File: src/rtl/vram_arbiter.sv
`default_nettype none
// ============================================================================
// Module   : vram_arbiter
// Purpose  : Shares one single-port synchronous VRAM between the display
//            scanout fetch (priority) and the CPU data port. One access is
//            issued per clock; a bounded-wait counter stops CPU starvation.
// Revision : 1.0 - initial release
// ============================================================================
module vram_arbiter #(
    parameter int AW       = 14,
    parameter int DW       = 8,
    parameter int MAX_WAIT = 7
) (
    input  logic          clk_50,
    input  logic          rst_n,
    input  logic          disp_req,
    input  logic [AW-1:0] disp_addr,
    output logic          disp_valid,
    output logic [DW-1:0] disp_rdata,
    input  logic          cpu_req,
    input  logic          cpu_we,
    input  logic [AW-1:0] cpu_addr,
    input  logic [DW-1:0] cpu_wdata,
    output logic          cpu_ack,
    output logic [DW-1:0] cpu_rdata,
    output logic [AW-1:0] mem_addr,
    output logic          mem_we,
    output logic [DW-1:0] mem_wdata,
    input  logic [DW-1:0] mem_rdata,
    input  logic          ovf_clr,
    output logic          disp_ovf
);

    localparam logic [7:0] c_MAX_WAIT = 8'(MAX_WAIT);

    // Grant encoding for the access issued this cycle
    localparam logic [1:0] c_G_IDLE = 2'd0;
    localparam logic [1:0] c_G_DISP = 2'd1;
    localparam logic [1:0] c_G_CPU  = 2'd2;

    logic          r_disp_pend;
    logic [AW-1:0] r_disp_addr_q;
    logic          r_disp_ovf;
    logic          r_cpu_lock;
    logic [7:0]    r_wait_cnt;
    logic [AW-1:0] r_mem_addr;
    logic          r_mem_we;
    logic [DW-1:0] r_mem_wdata;
    logic          r_cpu_rd_tag;
    logic          r_cpu_ack;
    logic          r_disp_rd_tag;
    logic          r_disp_valid;

    logic          w_cpu_elig;
    logic [1:0]    w_grant;

    // The CPU may not re-issue while its previous access is still in flight
    assign w_cpu_elig = cpu_req & ~r_cpu_lock & ~r_cpu_ack;

    // Pick this cycle's access: display has priority unless the CPU has waited long enough
    always_comb begin
        w_grant = c_G_IDLE;
        if (w_cpu_elig && (!r_disp_pend || (r_wait_cnt == c_MAX_WAIT))) begin
            w_grant = c_G_CPU;
        end else if (r_disp_pend) begin
            w_grant = c_G_DISP;
        end
    end

    // Capture display requests; a newer request always replaces the held address
    always_ff @(posedge clk_50 or negedge rst_n) begin
        if (!rst_n) begin
            r_disp_pend   <= 1'b0;
            r_disp_addr_q <= '0;
        end else if (disp_req) begin
            r_disp_pend   <= 1'b1;
            r_disp_addr_q <= disp_addr;
        end else if (w_grant == c_G_DISP) begin
            r_disp_pend   <= 1'b0;
        end
    end

    // Sticky overflow: a pending, unserved request was overwritten; clear wins
    always_ff @(posedge clk_50 or negedge rst_n) begin
        if (!rst_n) begin
            r_disp_ovf <= 1'b0;
        end else if (ovf_clr) begin
            r_disp_ovf <= 1'b0;
        end else if (r_disp_pend && (w_grant != c_G_DISP) && disp_req) begin
            r_disp_ovf <= 1'b1;
        end
    end

    // Lock the CPU port from grant until its acknowledge cycle
    always_ff @(posedge clk_50 or negedge rst_n) begin
        if (!rst_n) begin
            r_cpu_lock <= 1'b0;
        end else if (w_grant == c_G_CPU) begin
            r_cpu_lock <= 1'b1;
        end else if (r_cpu_ack) begin
            r_cpu_lock <= 1'b0;
        end
    end

    // Count eligible CPU cycles lost to display, saturating at the pre-empt threshold
    always_ff @(posedge clk_50 or negedge rst_n) begin
        if (!rst_n) begin
            r_wait_cnt <= '0;
        end else if ((w_grant == c_G_CPU) || !cpu_req) begin
            r_wait_cnt <= '0;
        end else if (w_cpu_elig && (w_grant == c_G_DISP) && (r_wait_cnt < c_MAX_WAIT)) begin
            r_wait_cnt <= r_wait_cnt + 8'd1;
        end
    end

    // Register the granted access onto the VRAM port; idle holds the address
    always_ff @(posedge clk_50 or negedge rst_n) begin
        if (!rst_n) begin
            r_mem_addr  <= '0;
            r_mem_we    <= 1'b0;
            r_mem_wdata <= '0;
        end else begin
            case (w_grant)
                c_G_CPU: begin
                    r_mem_addr  <= cpu_addr;
                    r_mem_we    <= cpu_we;
                    r_mem_wdata <= cpu_wdata;
                end
                c_G_DISP: begin
                    r_mem_addr  <= r_disp_addr_q;
                    r_mem_we    <= 1'b0;
                end
                default: begin
                    r_mem_we    <= 1'b0;
                end
            endcase
        end
    end

    // Track who owns the read data returning one cycle after the address
    always_ff @(posedge clk_50 or negedge rst_n) begin
        if (!rst_n) begin
            r_cpu_rd_tag  <= 1'b0;
            r_cpu_ack     <= 1'b0;
            r_disp_rd_tag <= 1'b0;
            r_disp_valid  <= 1'b0;
        end else begin
            r_cpu_rd_tag  <= (w_grant == c_G_CPU) & ~cpu_we;
            r_cpu_ack     <= ((w_grant == c_G_CPU) & cpu_we) | r_cpu_rd_tag;
            r_disp_rd_tag <= (w_grant == c_G_DISP);
            r_disp_valid  <= r_disp_rd_tag;
        end
    end

    assign mem_addr   = r_mem_addr;
    assign mem_we     = r_mem_we;
    assign mem_wdata  = r_mem_wdata;
    assign cpu_ack    = r_cpu_ack;
    assign disp_valid = r_disp_valid;
    assign disp_ovf   = r_disp_ovf;
    assign disp_rdata = r_disp_valid ? mem_rdata : '0;
    assign cpu_rdata  = r_cpu_ack ? mem_rdata : '0;

endmodule
`default_nettype wire
File: config.mk
export PLATFORM = sky130hd
export DESIGN_NAME = vram_arbiter
export DESIGN_NICKNAME = d
export VERILOG_FILES = /design/src/rtl/vram_arbiter.sv
export SDC_FILE = /design/constraint.sdc
export NUM_CORES = 1
export LEC_CHECK = 0
export BUFFER_PORTS_ARGS = -buffer_cell sky130_fd_sc_hd__buf_2
export CORE_MARGIN = 1
export CORE_UTILIZATION = 52
export DETAILED_ROUTE_END_ITERATION = 12
export GPL_TIMING_DRIVEN = 0
export PLACE_DENSITY_LB_ADDON = 0.25
export SYNTH_ARGS = -nofsm -noshare
export SYNTH_HDL_FRONTEND = slang
export SYNTH_SLANG_ARGS = --single-unit
File: constraint.sdc
create_clock -name clk_50 -period 3.3 [get_ports clk_50]
set_input_delay 0.165 -clock clk_50 [delete_from_list [all_inputs] [get_ports clk_50]]
set_output_delay 0.165 -clock clk_50 [all_outputs]
set_load 0.01 [all_outputs]
## Word-level counts from Yosys, hierarchy flattened

Index checks and enable logic that the tools add are counted.

- Register bits after elaboration: 52
- Input port bits: 50
- Output and inout port bits: 42
- Logic and storage cells: 54

- Add/sub/neg operators: 1
- Order comparisons: 1
- Eq/ne operators: 4
- Mux-type cells: 14
- Bitwise logic cells: 8
- Reduce and logical (&&, ||, !) cells: 14

Operators with widths:

| operator | number |
|---|---|
| 2-to-1 mux 8 bit | 4 |
| one-hot mux 14 bit (2 select lines) | 1 |
| nonzero test 2 bit | 5 |
| adder 8 x 1 -> 8 bit (second input constant) | 1 |
| equality test 8 x 3 -> 1 bit (second input constant) | 1 |
| less-than comparator 8 x 3 -> 1 bit (second input constant) | 1 |
| 2-to-1 mux 1 bit | 8 |
| logical AND 1 bit | 5 |
| AND 1 bit | 4 |
| NOT 1 bit | 3 |
| equality test 2 x 1 -> 1 bit (second input constant) | 1 |
| equality test 2 bit (second input constant) | 1 |
| zero test 1 bit | 2 |
| logical OR 1 bit | 2 |
| 2-to-1 mux 2 bit | 1 |
| inequality test 2 x 1 -> 1 bit (second input constant) | 1 |
| bitwise OR 1 bit | 1 |

## Depth between registers and ports, before layout

- Depth in word-level cells: 10
- Gate-level depth with buffers: 6

## Worst setup path after synthesis

OpenSTA, ideal clock, no wires.

- Path kind: reg2reg
- Start point: reg r_cpu_ack (netlist: cpu_ack)
- End point: reg r_wait_cnt[1]
- Setup time: 120 ps
- Arrival time: 1,613 ps
- Required time: 3,180 ps
- Slack: 1,567 ps
- Cell stages (with the launch flop): 6
- Path buffers: 1
- Cell sequence: dfrtp_1 -> clkbuf_1 -> nor3b_4 -> nand4_2 -> mux2_1 -> and3_1

- Word-level cells in the longest chain between the ends: 8
- Elaborated cells on any way between the ends: 11
- Those cells by class: eq/ne: 2; mux: 2; bitwise: 2; reduce/logical: 5

Ends and longest elaborated chain:

| element | line | RTL |
|---|---|---|
| start: declaration | 50 | `logic r_cpu_ack;` |
| start signal: assignment | 149 | `r_cpu_ack <= ((w_grant == c_G_CPU) & cpu_we) \| r_cpu_rd_tag;` |
| NOT 1 bit (*) | 58 | `assign w_cpu_elig = cpu_req & ~r_cpu_lock & ~r_cpu_ack;` |
| AND 1 bit (*) | 58 |  |
| logical AND 1 bit | 63 | `if (w_cpu_elig && (!r_disp_pend \|\| (r_wait_cnt == c_MAX_WAIT))) begin` |
| 2-to-1 mux 2 bit | 63 |  |
| equality test 2 x 1 -> 1 bit | 111 | `end else if (w_cpu_elig && (w_grant == c_G_DISP) && (r_wait_cnt < c_MAX_WAIT)) begin` |
| logical AND 1 bit (2 in a row) | 111 |  |
| nonzero test 2 bit (no line) | -- |  |
| end signal: assignment | 112 | `r_wait_cnt <= r_wait_cnt + 8'd1;` |
| end: declaration | 45 | `logic [7:0] r_wait_cnt;` |

Every way passes the cells marked *; elsewhere a longest branch is shown, timed or not.
A chain may end at the register's enable or synchronous reset.

## Worst setup path after layout

- Start point: reg r_cpu_ack (netlist: cpu_ack)
- End point: reg r_mem_addr[10] (netlist: mem_addr[10])

- Word-level cells in the longest chain between the ends: 6
- Elaborated cells on any way between the ends: 8
- Those cells by class: eq/ne: 2; mux: 2; bitwise: 2; reduce/logical: 2

Ends and longest elaborated chain:

| element | line | RTL |
|---|---|---|
| NOT 1 bit (*) | 58 |  |
| AND 1 bit (*) | 58 |  |
| logical AND 1 bit (*) | 63 |  |
| 2-to-1 mux 2 bit (*) | 63 |  |
| equality test 2 x 1 -> 1 bit / equality test 2 bit (equally long branches) | 123 | `case (w_grant)` |
| one-hot mux 14 bit (2 select lines) / nonzero test 2 bit (equally long branches) | -- |  |
| end signal: assignment | 125 | `r_mem_addr <= cpu_addr;` |
| end signal: assignment | 130 | `r_mem_addr <= r_disp_addr_q;` |
| end: declaration | 46 | `logic [AW-1:0] r_mem_addr;` |

Marked as above.

==> impl_metrics.py <==
metrics = {
    "status": {
        "status": "finished clean",
    },
    "synthesis": {
        "postSynthAreaPerCell_um2": 11.99,
        "synth.distinct_cells": 31,
        "synth-seq-cells": 52,
        "ys.warnings.count": 0,
        "yosysSeqAreaShare": 0.5567,
        "syn_area_mm2": 0.002337,
        "synthCells": 195,
        "synth_nets": 246,
    },
    "drt": {
        "drtAntennaViolNets": 0,
        "wirelength_mm": 5.131,
        "wire_per_inst_um": 14.92,
        "first_iter_violations": 121,
        "vias_per_cell": 5.366,
        "drcViolationCount": 0,
        "vias": 1846,
        "drt_pass1_iterations": 4,
    },
    "placed_design": {
        "hpwlAfterDp_mm": 3.616,
        "gp_congestion": 0.8090,
        "placed_cells": 337,
        "place_ws_ns": 1.369,
        "io_buffers": 90,
    },
    "power": {
        "p_leak_nw": 1.568,
        "post-layout-total-power_mw": 1.860,
        "powerDensity_mw_per_mm2": 623.9,
        "peakVddDrop_uv": 300.5,
    },
    "critical_path": {
        "cp-end-kind": "register",
        "slowest_delay_ns": 0.45,
        "path_class": "reg2reg",
        "cp_top_family": "simple AND/OR/NAND/NOR gates",
        "start_kind": "register",
        "cp_max_fo": 10,
        "worst-path-buf-inv": 2,
        "crit_chain": "clkbuf_1 > nor3b_4 > nand4_4 > nand2_2 > buf_4 > o221a_2",
        "worst_path_max_delay_cell": "nor3b_4",
        "r2r_setup_slack_ns": 1.36,
        "required_ns": 3.55,
        "crit_arrival_ns": 2.19,
    },
    "clocking": {
        "cts_tree": "done",
        "clock-sinks": 52,
        "cts_setup_buffers": 0,
        "cts.clk_slew.worst_paths_ns": 0.09,
        "clockRootBuffer": "clkbuf_8",
        "htreeDepth": 2,
        "cts_buffers": 5,
        "holdBufCountCts": 0,
        "ctsResizeCount": 0,
        "max-clock-path-buffers": 2,
        "clock_latency_ns": 0.30,
    },
    "floorplanning": {
        "start_util": 0.5405,
        "dieHeight_um": 69.04,
        "fp-row-count": 24,
        "io_pins": 92,
        "core_area_mm2": 0.004324,
        "dieArea_mm2": 0.004767,
        "die_w_um": 69.04,
    },
    "global_route": {
        "grt_pass1_vias": 1825,
        "grt_max_degree": 53,
        "antenna_found_initial": 0,
        "grt_pass1_wl_mm": 8.728,
        "grt_use_total": 0.2326,
        "grt_overflow_total": 0,
    },
    "finish": {
        "drive_gt1_frac": 0.4863,
        "diodes": 0,
        "fill_cells": 353,
        "nets": 343,
        "syn_to_final_growth_pct": 27.57,
        "finalNonFillerCells": 344,
        "final_common_cell": "buf_2",
        "final_cell_mix": "buf_2, dfrtp_1, nand2_1",
    },
    "timing": {
        "fin_crit_sh": 0.5886,
        "hold_viol": 0,
        "layout_setup_ws_ns": 1.357,
        "finalCriticalPeriod_ns": 1.943,
        "rsz0062_at_grt": "false",
        "fin_setup_tns_ns": 0,
        "setup_violations": 0,
        "max_freq_mhz": 514.8,
        "slew_viol_final": 0,
        "fin_skew_ns": 0.01206,
        "relSlewSlack": 0.2549,
        "worstMarginPinSlew_ns": 1.118,
    },
    "flow_run": {
        "cap_viol_max_count": 0,
    },
    "min_path": {
        "min_path_type": "in2reg",
    },
}
kinds of logic (layout without fill, tap and decap cells):
kind of cell             count (synthesis)  after routing  share of synthesized area
AO/OA/AOI/OAI                           22             22                    0.09368
XOR/XNOR                                 1              1                   0.003748
adder cells (fa/ha/maj)                  1              1                   0.005352
buffers and inverters                   17            114                    0.03372
flip-flops                              52             52                     0.5567
multiplexers                            23             23                     0.1237
AND/OR/NAND/NOR                         79             79                     0.1831
stage by stage:
stage	util	hold slack, ns	area, µm²
final	0.6895	0.02424	2982
after global routing	0.6895	0.01817	2982
after CTS	0.6895	0.01301	2982
after detailed placement	0.6597	0.3379	2853
after global placement	0.6597	0.3370	2853
after floorplan	-	-0.1306	2337
worst reg2reg max path, cell delays in order (launching register included):
cell and delay [ns]:
dfrtp_1 0.40, clkbuf_1 0.21, nor3b_4 0.45, nand4_4 0.22
nand2_2 0.21, buf_4 0.20, o221a_2 0.20
flip-flops by register name, summed over array words and instances (netlist names), 8 cells and up:
register and flops:
mem_addr 14, r_wait_cnt 8, r_disp_addr_q 14, mem_wdata 8
Yosys cell counts, drive strengths merged:
master,number,share of area
a21boi,1,0.0032
a21o,1,0.0032
and2,17,0.046
and3,6,0.016
buf,6,0.016
clkbuf,5,0.0080
dfrtp,52,0.56
ha,1,0.0054
inv,6,0.0096
mux2,23,0.12
nand2,29,0.048
nand3,16,0.034
nand3b,1,0.0032
nand4,2,0.014
nor2,5,0.0080
nor3,1,0.0021
nor3b,1,0.0080
o211a,2,0.0086
o21ai,1,0.0021
o21bai,2,0.0064
o221a,14,0.067
o22ai,1,0.0027
or3b,1,0.0037
xnor2,1,0.0037
area by class of cell:
cell class                      instances  area [µm²]  share of cell area
Buffer                                 11       56.30             0.01888
Inverter                                6       22.52            0.007554
Sequential cell                        52        1301              0.4364
Timing Repair Buffer                   90       450.4              0.1511
Clock inverter                          2       60.06             0.02014
Multi-Input combinational cell        126       957.2              0.3210
Tap cell                               52       65.06             0.02182
Clock buffer                            5       68.82             0.02308
routing by layer:
metal / vias up / routed length [µm] / GRT usage
met2: 64 / 2624 / 0.3873
met1: 904 / 2180 / 0.2942
met5: - / 0 / 0
li1: 874 / - / -
met4: 0 / 57 / 0.08617
met3: 4 / 269 / 0.05702
final timing paths:
path,start,to,cells after the start
min in group asynchronous,rst_n,mem_wdata[7]$_DFFE_PN0N_,1
hold / removal,cpu_we,r_cpu_rd_tag$_DFF_PN0_,2
setup reg to reg,cpu_ack$_DFF_PN0_,mem_addr[10]$_DFFE_PN0P_,6
hold reg to reg,r_disp_rd_tag$_DFF_PN0_,disp_valid$_DFF_PN0_,0
max in group asynchronous,rst_n,r_disp_addr_q[4]$_DFFE_PN0P_,1
setup / recovery,cpu_ack$_DFF_PN0_,mem_addr[10]$_DFFE_PN0P_,6
where the power goes:
group	internal, mW	switching [mW]
sequential	0.755	0.0723
clock	0.299	0.202
combinational	0.275	0.258
No activity file was read; power rests on OpenSTA's default activity.
